--- src/rtl/ccff_chain_loader_if.sv ---
// Host-side bitstream bus for the config-chain loader: word write channel
// plus the readback word stream returned from the chain tail.
interface ccff_chain_loader_if #(
    parameter int WORD_W = 8
);
    logic [WORD_W-1:0] cfg_data;
    logic              cfg_valid;
    logic              cfg_ready;
    logic [WORD_W-1:0] rd_data;
    logic              rd_valid;

    modport master (
        output cfg_data, cfg_valid,
        input  cfg_ready, rd_data, rd_valid
    );

    modport slave (
        input  cfg_data, cfg_valid,
        output cfg_ready, rd_data, rd_valid
    );
endinterface

--- src/rtl/ccff_chain_loader.sv ---
// Serialises host words LSB-first into one flop-based config chain and
// packs the bits leaving ccff_tail into readback words.
module ccff_chain_loader #(
    parameter int CHAIN_LEN = 64,
    parameter int WORD_W    = 8
) (
    input  logic               prog_clk,
    input  logic               prog_reset,
    input  logic               start,
    ccff_chain_loader_if.slave bus,
    output logic               ccff_head,
    input  logic               ccff_tail,
    output logic               shift_en,
    output logic               busy,
    output logic               done
);
    localparam int CNT_W   = $clog2(CHAIN_LEN + 1);
    localparam int N_WORDS = (CHAIN_LEN + WORD_W - 1) / WORD_W;
    localparam int WA_W    = $clog2(N_WORDS + 1);
    localparam int SC_W    = $clog2(WORD_W + 1);

    typedef enum logic [1:0] {IDLE, FILL, SHIFT, DONE} state_t;

    state_t            state, nxt_state;
    logic [CNT_W-1:0]  bits_left, nxt_bits_left;
    logic [WA_W-1:0]   words_acc, nxt_words_acc;
    logic [WORD_W-1:0] sreg, nxt_sreg;
    logic [SC_W-1:0]   sreg_cnt, nxt_sreg_cnt;
    logic [WORD_W-1:0] buf_q, nxt_buf;
    logic              buf_full, nxt_buf_full;
    logic [WORD_W-1:0] rb_sreg, nxt_rb_sreg, rb_word;
    logic [SC_W-1:0]   rb_cnt, nxt_rb_cnt;
    logic [WORD_W-1:0] rd_data_q, nxt_rd_data;
    logic              rd_valid_q, nxt_rd_valid;
    logic              nxt_busy, nxt_done;
    logic              accept, sreg_drained, last_bit;

    assign bus.cfg_ready = busy & ~buf_full & (words_acc < WA_W'(N_WORDS));
    assign bus.rd_data   = rd_data_q;
    assign bus.rd_valid  = rd_valid_q;
    assign accept        = bus.cfg_valid & bus.cfg_ready;

    always_comb begin
        nxt_state     = state;
        nxt_bits_left = bits_left;
        nxt_words_acc = words_acc;
        nxt_sreg      = sreg;
        nxt_sreg_cnt  = sreg_cnt;
        nxt_buf       = buf_q;
        nxt_buf_full  = buf_full;
        nxt_rb_sreg   = rb_sreg;
        nxt_rb_cnt    = rb_cnt;
        nxt_rd_data   = rd_data_q;
        nxt_rd_valid  = 1'b0;
        nxt_busy      = busy;
        nxt_done      = done;
        sreg_drained  = 1'b0;
        last_bit      = 1'b0;

        // Tail bit lands at its readback position; high bits stay zero for a short last word.
        rb_word = rb_sreg;
        for (int i = 0; i < WORD_W; i++) begin
            if (SC_W'(i) == rb_cnt) rb_word[i] = ccff_tail;
        end

        case (state)
            IDLE, DONE: begin
                if (start) begin
                    nxt_state     = FILL;
                    nxt_busy      = 1'b1;
                    nxt_done      = 1'b0;
                    nxt_bits_left = CNT_W'(CHAIN_LEN);
                    nxt_words_acc = '0;
                    nxt_sreg      = '0;
                    nxt_sreg_cnt  = '0;
                    nxt_buf       = '0;
                    nxt_buf_full  = 1'b0;
                    nxt_rb_sreg   = '0;
                    nxt_rb_cnt    = '0;
                end
            end
            FILL, SHIFT: begin
                if (accept) nxt_words_acc = words_acc + WA_W'(1);
                if (state == SHIFT) begin
                    nxt_sreg      = sreg >> 1;
                    nxt_sreg_cnt  = sreg_cnt - SC_W'(1);
                    nxt_bits_left = bits_left - CNT_W'(1);
                    last_bit      = (bits_left == CNT_W'(1));
                    sreg_drained  = (sreg_cnt == SC_W'(1));
                    if (rb_cnt == SC_W'(WORD_W - 1) || last_bit) begin
                        nxt_rd_valid = 1'b1;
                        nxt_rd_data  = rb_word;
                        nxt_rb_sreg  = '0;
                        nxt_rb_cnt   = '0;
                    end else begin
                        nxt_rb_sreg = rb_word;
                        nxt_rb_cnt  = rb_cnt + SC_W'(1);
                    end
                end else begin
                    sreg_drained = 1'b1;
                end

                if (last_bit) begin
                    nxt_state = DONE;
                    nxt_busy  = 1'b0;
                    nxt_done  = 1'b1;
                end else if (sreg_drained) begin
                    // Refill on the same edge the last bit leaves, so no bubble when data is waiting.
                    if (buf_full) begin
                        nxt_sreg     = buf_q;
                        nxt_sreg_cnt = SC_W'(WORD_W);
                        nxt_buf_full = 1'b0;
                        nxt_state    = SHIFT;
                    end else if (accept) begin
                        nxt_sreg     = bus.cfg_data;
                        nxt_sreg_cnt = SC_W'(WORD_W);
                        nxt_state    = SHIFT;
                    end else begin
                        nxt_state = FILL;
                    end
                end else if (accept) begin
                    nxt_buf      = bus.cfg_data;
                    nxt_buf_full = 1'b1;
                end
            end
            default: nxt_state = IDLE;
        endcase
    end

    always_ff @(posedge prog_clk or posedge prog_reset) begin
        if (prog_reset) begin
            state      <= IDLE;
            bits_left  <= '0;
            words_acc  <= '0;
            sreg       <= '0;
            sreg_cnt   <= '0;
            buf_q      <= '0;
            buf_full   <= 1'b0;
            rb_sreg    <= '0;
            rb_cnt     <= '0;
            rd_data_q  <= '0;
            rd_valid_q <= 1'b0;
            busy       <= 1'b0;
            done       <= 1'b0;
            shift_en   <= 1'b0;
            ccff_head  <= 1'b0;
        end else begin
            state      <= nxt_state;
            bits_left  <= nxt_bits_left;
            words_acc  <= nxt_words_acc;
            sreg       <= nxt_sreg;
            sreg_cnt   <= nxt_sreg_cnt;
            buf_q      <= nxt_buf;
            buf_full   <= nxt_buf_full;
            rb_sreg    <= nxt_rb_sreg;
            rb_cnt     <= nxt_rb_cnt;
            rd_data_q  <= nxt_rd_data;
            rd_valid_q <= nxt_rd_valid;
            busy       <= nxt_busy;
            done       <= nxt_done;
            shift_en   <= (nxt_state == SHIFT);
            ccff_head  <= (nxt_state == SHIFT) & nxt_sreg[0];
        end
    end
endmodule

--- src/flat_wrapper.sv ---
// flat-port wrapper written by rule: the top's interface ports become plain ports
module ccff_chain_loader_flat 
#(
    parameter int CHAIN_LEN = 64,
    parameter int WORD_W    = 8
)
  (prog_clk, prog_reset, start, ccff_head, ccff_tail, shift_en, busy, done, bus_cfg_data, bus_cfg_valid, bus_cfg_ready, bus_rd_data, bus_rd_valid);
  ccff_chain_loader_if #(.WORD_W(WORD_W)) bus_i ();
  input  logic prog_clk;
  input  logic prog_reset;
  input  logic start;
  output logic ccff_head;
  input  logic ccff_tail;
  output logic shift_en;
  output logic busy;
  output logic done;
  input wire logic [$bits(bus_i.cfg_data)-1:0] bus_cfg_data;
  input wire logic [$bits(bus_i.cfg_valid)-1:0] bus_cfg_valid;
  output wire logic [$bits(bus_i.cfg_ready)-1:0] bus_cfg_ready;
  output wire logic [$bits(bus_i.rd_data)-1:0] bus_rd_data;
  output wire logic [$bits(bus_i.rd_valid)-1:0] bus_rd_valid;
  assign bus_i.cfg_data = bus_cfg_data;
  assign bus_i.cfg_valid = bus_cfg_valid;
  assign bus_cfg_ready = bus_i.cfg_ready;
  assign bus_rd_data = bus_i.rd_data;
  assign bus_rd_valid = bus_i.rd_valid;
  ccff_chain_loader #(.CHAIN_LEN(CHAIN_LEN), .WORD_W(WORD_W)) u_core (.prog_clk(prog_clk), .prog_reset(prog_reset), .start(start), .bus(bus_i), .ccff_head(ccff_head), .ccff_tail(ccff_tail), .shift_en(shift_en), .busy(busy), .done(done));
endmodule
--- config.mk ---
export PLATFORM = sky130hd
export DESIGN_NAME = ccff_chain_loader_flat
export DESIGN_NICKNAME = d
export VERILOG_FILES = /design/src/rtl/ccff_chain_loader_if.sv /design/src/rtl/ccff_chain_loader.sv /design/src/flat_wrapper.sv
export SDC_FILE = /design/constraint.sdc
export NUM_CORES = 1
export LEC_CHECK = 0
export BUFFER_PORTS_ARGS = -buffer_cell sky130_fd_sc_hd__buf_2
export CORE_MARGIN = 10
export CORE_UTILIZATION = 60
export DETAILED_ROUTE_END_ITERATION = 6
export PLACE_DENSITY = 0.8
export SLEW_MARGIN = 25
export SYNTH_ARGS = -nofsm -noshare
export SYNTH_HDL_FRONTEND = slang
export SYNTH_SLANG_ARGS = --single-unit
--- constraint.sdc ---
create_clock -name prog_clk -period 5.8 [get_ports prog_clk]
set_clock_uncertainty 0.1 [all_clocks]
set_input_delay 0.87 -clock prog_clk [delete_from_list [all_inputs] [get_ports prog_clk]]
set_output_delay 0.87 -clock prog_clk [all_outputs]
set_load 0.05 [all_outputs]
==> flow_metrics.py, run 1 <==
metrics = {
    "run_status": {
        "outcome": "finished clean",
    },
    "placement": {
        "dpl_cell_area_um2": 3430,
        "dp_hpwl_um": 4790,
        "portBuffers": 26,
        "place_congestion": 0.858,
        "preCtsSetupSlack_ns": 3.20,
        "dpl.cell_count": 420,
    },
    "synthesis": {
        "yosysWarnings": 0,
        "synth.area.top_cells": "dfrtp_1, mux2_2, ha_1, nand2_1, o21ai_0",
        "syn-num-nets": 365,
        "synthArstFlopShare_pct": 100,
        "synth.most_common_cell": "dfrtp_1",
        "synth_top_cell_area_share_pct": 44.9,
        "netlist_instances": 341,
        "netlist_area_um2": 3290,
        "synth_commonest_cells": "dfrtp_1, nand2_1, inv_1",
        "ys_seq_area_share_pct": 44.9,
        "syn_area_per_cell_um2": 9.64,
        "synth_cell_types": 58,
        "synth_seq_cells": 59,
        "synth_edf_count": 0,
        "yosysTopAreaCell": "dfrtp_1",
        "ys.flop_type": "dfrtp_1",
    },
    "floorplanning": {
        "die_w_um": 94.0,
        "coreArea_um2": 5200,
        "die_area_um2": 8840,
        "die_height_um": 94.0,
        "io-pin-count": 27,
        "row_count": 26,
        "initial_core_util_pct": 63.1,
    },
    "cells_and_area": {
        "fillers": 417,
        "drive_gt1_share_pct": 19.4,
        "utilization_pct": 70.6,
        "final_cells": 436,
        "area_delta_synth_final_pct": 11.8,
        "nNetsFinal": 385,
        "diodes": 0,
        "stdcell_area_um2": 3680,
    },
    "clock_network": {
        "clock-sinks": 59,
        "clk_pin_slew_ns": 0.07,
        "cts_inserted_buffers": 9,
        "cts_tree": "built",
        "hold_buffers": 0,
        "insertion_delay_ns": 0.35,
        "cts-root-buf": "clkbuf_8",
        "cts.path.max_buffers": 2,
        "htree_levels": 3,
        "cts_resized": 0,
        "cts_setup_buffers": 0,
    },
    "route": {
        "via_count": 2587,
        "ant_nets": 0,
        "routedWlPerCell_um": 16.2,
        "wl_um": 7080,
        "drc_errors": 0,
        "drt_iter0_markers": 194,
        "first_pass_iters": 6,
        "vias_per_cell": 5.93,
    },
    "timing": {
        "worst-slew-pin-transition_ns": 0.719,
        "finalCriticalPeriod_ns": 2.68,
        "fin_crit_sh_pct": 46.2,
        "rsz0062_at_grt": "no",
        "setup_viol": 0,
        "fin_ws_ns": 3.12,
        "slew_violations": 0,
        "relSlewSlack_pct": 52.1,
        "fin_setup_tns_ns": 0,
        "final-hold-violation-count": 0,
        "fin_hold_ws_ns": 0.404,
        "max_freq_mhz": 374,
    },
    "global_route": {
        "antenna_found_initial": 0,
        "grt_max_degree": 60,
        "grt_pass1_wl_um": 12400,
        "grt_pass1_vias": 2540,
        "grt_remaining_overflow": 0,
        "grt_usage_pct": 17.4,
    },
    "power_and_ir_drop": {
        "p_leak_nw": 1.71,
        "cellPowerDensity_nw_per_um2": 561,
        "finalPower_mw": 2.06,
        "ir_worst_vdd_uv": 276,
    },
    "run": {
        "max_cap_violations": 0,
    },
    "critical_path": {
        "timing.rr.start": "u_core.state[0]",
        "reg2reg_slack_ns": 3.12,
        "worst_setup_path_end_kind": "flip-flop",
        "crit_type": "flip-flop to flip-flop",
        "crit_fanout": 21,
        "startpoint": "u_core.state[0]",
        "ff2ff_path_depth": 6,
        "critPathLaunchType": "flip-flop",
        "r2r_end": "u_core.sreg_cnt[2]",
        "cp-endpoint": "u_core.sreg_cnt[2]",
        "crit_required_ns": 5.94,
        "arrival_ns": 2.82,
    },
    "hold_path": {
        "hp-class": "flip-flop to flip-flop",
    },
}
power by group:
group	total, mW	switching (mW)	internal, mW
Clock	0.457	0.171	0.286
Combinational	0.930	0.569	0.360
Sequential	0.673	0.129	0.545
Total	2.06	0.869	1.19
registers in the layout, summed over array words and instances (netlist names):
name	flops
u_core.buf_full	1
u_core.rb_sreg	8
u_core.rb_cnt	4
u_core.busy	1
u_core.ccff_head	1
u_core.done	1
u_core.bus.rd_data	8
u_core.words_acc	4
u_core.bus.rd_valid	1
u_core.shift_en	1
u_core.buf_q	8
u_core.sreg	8
u_core.state	2
u_core.sreg_cnt	4
u_core.bits_left	7
final cells by class:
type | count | area, um2 | area share [%]
Sequential cell | 59 | 1480 | 40.2
Tap cell | 70 | 87.6 | 2.38
Inverter | 29 | 109 | 2.96
Clock buffer | 10 | 128 | 3.47
Multi-Input combinational cell | 233 | 1610 | 43.8
Timing Repair Buffer | 29 | 153 | 4.15
Clock inverter | 6 | 114 | 3.10
worst min-delay path by stage:
stage | cells after the start | slack, ns | endpoint | startpoint
after floorplan | 1 | 0.35 | u_core.rb_sreg[7] | u_core.rb_sreg[7]
after global placement | 1 | 0.36 | u_core.rb_sreg[7] | u_core.rb_sreg[7]
after detailed placement | 1 | 0.39 | u_core.bus.rd_data[5] | u_core.bus.rd_data[5]
after CTS | 1 | 0.41 | u_core.bus.rd_data[5] | u_core.bus.rd_data[5]
after global routing | 1 | 0.42 | u_core.bus.rd_data[5] | u_core.bus.rd_data[5]
final | 1 | 0.40 | u_core.bus.rd_data[5] | u_core.bus.rd_data[5]
worst max-delay path, cell delays in order (launching register included):
cell,delay (ns)
dfrtp_1,0.43
inv_1,0.08
ha_1,0.62
nor3b_1,0.40
nand2_1,0.37
and2_1,0.30
o32ai_1,0.28
metal layers:
layer  vias to the layer above  global-route usage [%]  routed length (um)
li1                       1241                       -                   -
met1                      1258                    21.7                3150
met2                        75                    27.4                3440
met3                        13                    5.60                 390
met4                         0                    6.84                 107
met5                         -                       0                   0
cell families after synthesis:
group	count (synthesis)	share of synthesized area, %
buffers and inverters	49	6.13
xor gates and xnor gates	8	2.13
adders and majority gates	11	4.19
DFF	59	44.9
AOI/OAI and AO/OA	91	18.2
and+or+nand+nor	95	15.3
muxes	28	9.17
layout by cell type (no fill, tap or decap), types with 4 or more instances in the layout:
cell type,netlist,layout
a21oi_1,18,18
a22oi_1,6,6
buf_2,5,26
clkbuf_8,0,9
dfrtp_1,59,59
ha_1,11,11
inv_1,29,28
mux2_2,17,17
mux2i_1,11,11
nand2_1,36,36
nor2_1,18,18
nor2b_1,10,10
nor3_1,4,4
o211ai_1,7,7
o21ai_0,24,24
o22ai_1,9,9
xnor2_1,5,5
Power figures use the tool's default switching activity.
==> run 2, diff against run 1 <==
- clock period: 5.8 -> 2.5 ns (I/O delays scaled with it)
==> run 2 against run 1 <==
  * Critical path depth did not move
  * Sequential power grew 130%
  * Clock-buffer cell count increased by 5
  * Combinational power increased by 150%
  * Fmax grew 20%
  * Utilization rose by 0.53 points
  * Cell count up 2.3%
  * Sequential share of layout area decreased by 0.30 points
  * First-iteration DRC count increased by 25%
  * Die area unchanged
  * Via count rose by 1.4%
  * Register-to-register slack worse by 2.8 ns
  * Critical path type unchanged
  * Critical endpoint is now u_core.rb_cnt[2]
  * Largest cell class unchanged
  * Highest routed layer unchanged
==> flow_metrics.py, run 2 (synthesis gave the netlist of run 1 again) <==
metrics = {
    "run_status": {
        "outcome": "finished clean",
    },
    "timing": {
        "fin_setup_tns_ns": 0,
        "setup_viol": 0,
        "rsz0062_at_grt": "no",
        "fin_hold_ws_ns": 0.175,
        "final-hold-violation-count": 0,
        "fin_crit_sh_pct": 88.9,
        "finalCriticalPeriod_ns": 2.22,
        "max_freq_mhz": 450,
        "relSlewSlack_pct": 66.0,
        "worst-slew-pin-transition_ns": 0.510,
        "slew_violations": 0,
    },
    "global_route": {
        "grt_pass1_wl_um": 12900,
        "use_met2_pct": 28.5,
        "grt_pass1_vias": 2703,
        "grt_max_degree": 23,
        "grt_usage_pct": 18.2,
        "antenna_found_initial": 0,
        "grt_remaining_overflow": 0,
        "grtUsageMet3_pct": 4.16,
        "busiest_layer": "met2",
        "use_met1_pct": 23.1,
    },
    "cells_and_area": {
        "layout.area.seq_um2": 1480,
        "drive_gt1_share_pct": 21.0,
        "final_common_cell": "dfrtp_1",
        "diodes": 0,
        "final_cell_mix": "dfrtp_1, nand2_1, inv_1, buf_2, o21ai_0",
        "utilization_pct": 71.2,
        "area_delta_synth_final_pct": 12.7,
        "multiInputGateArea_um2": 1610,
        "nNetsFinal": 395,
        "fillers": 399,
    },
    "placement": {
        "place_congestion": 0.830,
        "dp_hpwl_um": 5190,
        "portBuffers": 26,
    },
    "clock_network": {
        "cts_inserted_buffers": 9,
        "cts.path.max_buffers": 2,
        "cts-root-buf": "clkbuf_8",
        "clk_pin_slew_ns": 0.06,
        "insertion_delay_ns": 0.35,
        "clock-sinks": 59,
        "htree_levels": 3,
        "cts_tree": "built",
    },
    "power_and_ir_drop": {
        "power_switching_mw": 2.03,
        "combPwrFrac_pct": 49.4,
        "ir_worst_vdd_uv": 744,
        "p_leak_nw": 1.74,
        "finalPower_mw": 4.67,
        "power_frac_clock_pct": 18.0,
        "p_int_mw": 2.64,
        "cellPowerDensity_nw_per_um2": 1260,
        "swShare_pct": 43.4,
        "p_seq_share_pct": 32.5,
    },
    "critical_path": {
        "worst_setup_path_end_kind": "flip-flop",
        "crit_fanout": 15,
        "crit_type": "flip-flop to flip-flop",
        "crit_chain": "inv_1, ha_1, nor2b_1, or2_1, nor4_1, a21o_1",
        "cp_slowest_stage_delay_ns": 0.48,
        "arrival_ns": 2.35,
        "crit_slowest_cell": "or2_1",
        "cp_top_family": "simple AND/OR/NAND/NOR gates",
        "critPathLaunchType": "flip-flop",
        "worst-path-buf-inv": 1,
        "crit_required_ns": 2.63,
    },
    "floorplanning": {
        "io-pin-count": 27,
        "die_area_um2": 8840,
        "coreArea_um2": 5200,
        "die_w_um": 94.0,
        "initial_core_util_pct": 63.1,
        "die_height_um": 94.0,
        "row_count": 26,
    },
    "route": {
        "via_count": 2622,
        "first_pass_iters": 4,
        "wl_um": 7430,
        "routedWlPerCell_um": 16.7,
        "ant_nets": 0,
        "vias_per_cell": 5.88,
        "drc_errors": 0,
        "drt_iter0_markers": 242,
    },
    "run": {
        "max_cap_violations": 0,
    },
    "hold_path": {
        "hp-class": "input port to flip-flop",
    },
}
## run 2: cell count changes in the layout (fill, tap and decap cells not counted)
cell and delta:
bufinv_16 -3, buf_4 +9, dlygate4sd3_1 +1, clkbuf_1 +1
clkinv_4 -1, clkinvlp_4 -2, clkbuf_8 +4, clkinv_2 +1
## run 2: metal layers
layer  part of all wire, %  routed length, um
met3                   5.2                389
met1                    44               3290
met2                    49               3650
met4                   1.4                102
met5                     0                  0
## run 2: path summary, 6_finish.rpt
check | start | slack (ns) | to | cells past startpoint
setup / recovery | u_core.state[0] | 0.28 | u_core.rb_cnt[2] | 6
hold / removal | bus_cfg_data[2] | 0.17 | u_core.buf_q[2] | 3
setup reg to reg | u_core.state[0] | 0.28 | u_core.rb_cnt[2] | 6
hold reg to reg | u_core.rb_sreg[7] | 0.39 | u_core.rb_sreg[7] | 1
max in group asynchronous | prog_reset | 1.17 | u_core.bits_left[6] | 4
min in group asynchronous | prog_reset | 0.49 | u_core.words_acc[1] | 3
## run 2: final cells by class
| cell class | instances | area share, % |
|---|---|---|
| Multi-Input combinational cell | 233 | 43.4 |
| Sequential cell | 59 | 39.9 |
| Timing Repair Buffer | 39 | 6.22 |
| Clock buffer | 15 | 5.03 |
| Inverter | 29 | 2.94 |
| Tap cell | 70 | 2.36 |
| Clock inverter | 1 | 0.135 |
## run 2: through the flow
step / area (um2) / worst slack, ns / std cells
5_1_grt: 3700 / 0.0971 / 446
6_report: 3700 / 0.278 / 446
4_1_cts: 3700 / 0.302 / 446
3_5_place_dp: 3500 / 0.315 / 429
3_3_place_gp: 3500 / 0.365 / 429
2_1_floorplan: 3290 / 0.168 / 341
## run 2: power groups by stage
stage / sequential, mW / clock, mW / combinational (mW)
3_3_place_gp: 1.51 / 0 / 2.21
2_1_floorplan: 1.57 / 0 / 1.68
5_1_grt: 1.56 / 0.892 / 2.58
4_1_cts: 1.51 / 0.851 / 2.30
6_report: 1.52 / 0.842 / 2.31
3_5_place_dp: 1.53 / 0 / 2.27
## run 2: what timing repair did
action | 4_1_cts | 5_1_grt
hold endpoints to repair | 20 | 0
buffers inserted | 0 | 0
gates resized for setup | 0 | 0
hold buffers | 1 | 0
## run 2: tightest hold or removal path, stage by stage
cell	delay (ns)
buf_2	0.10
inv_1	0.04
mux2i_1	0.06
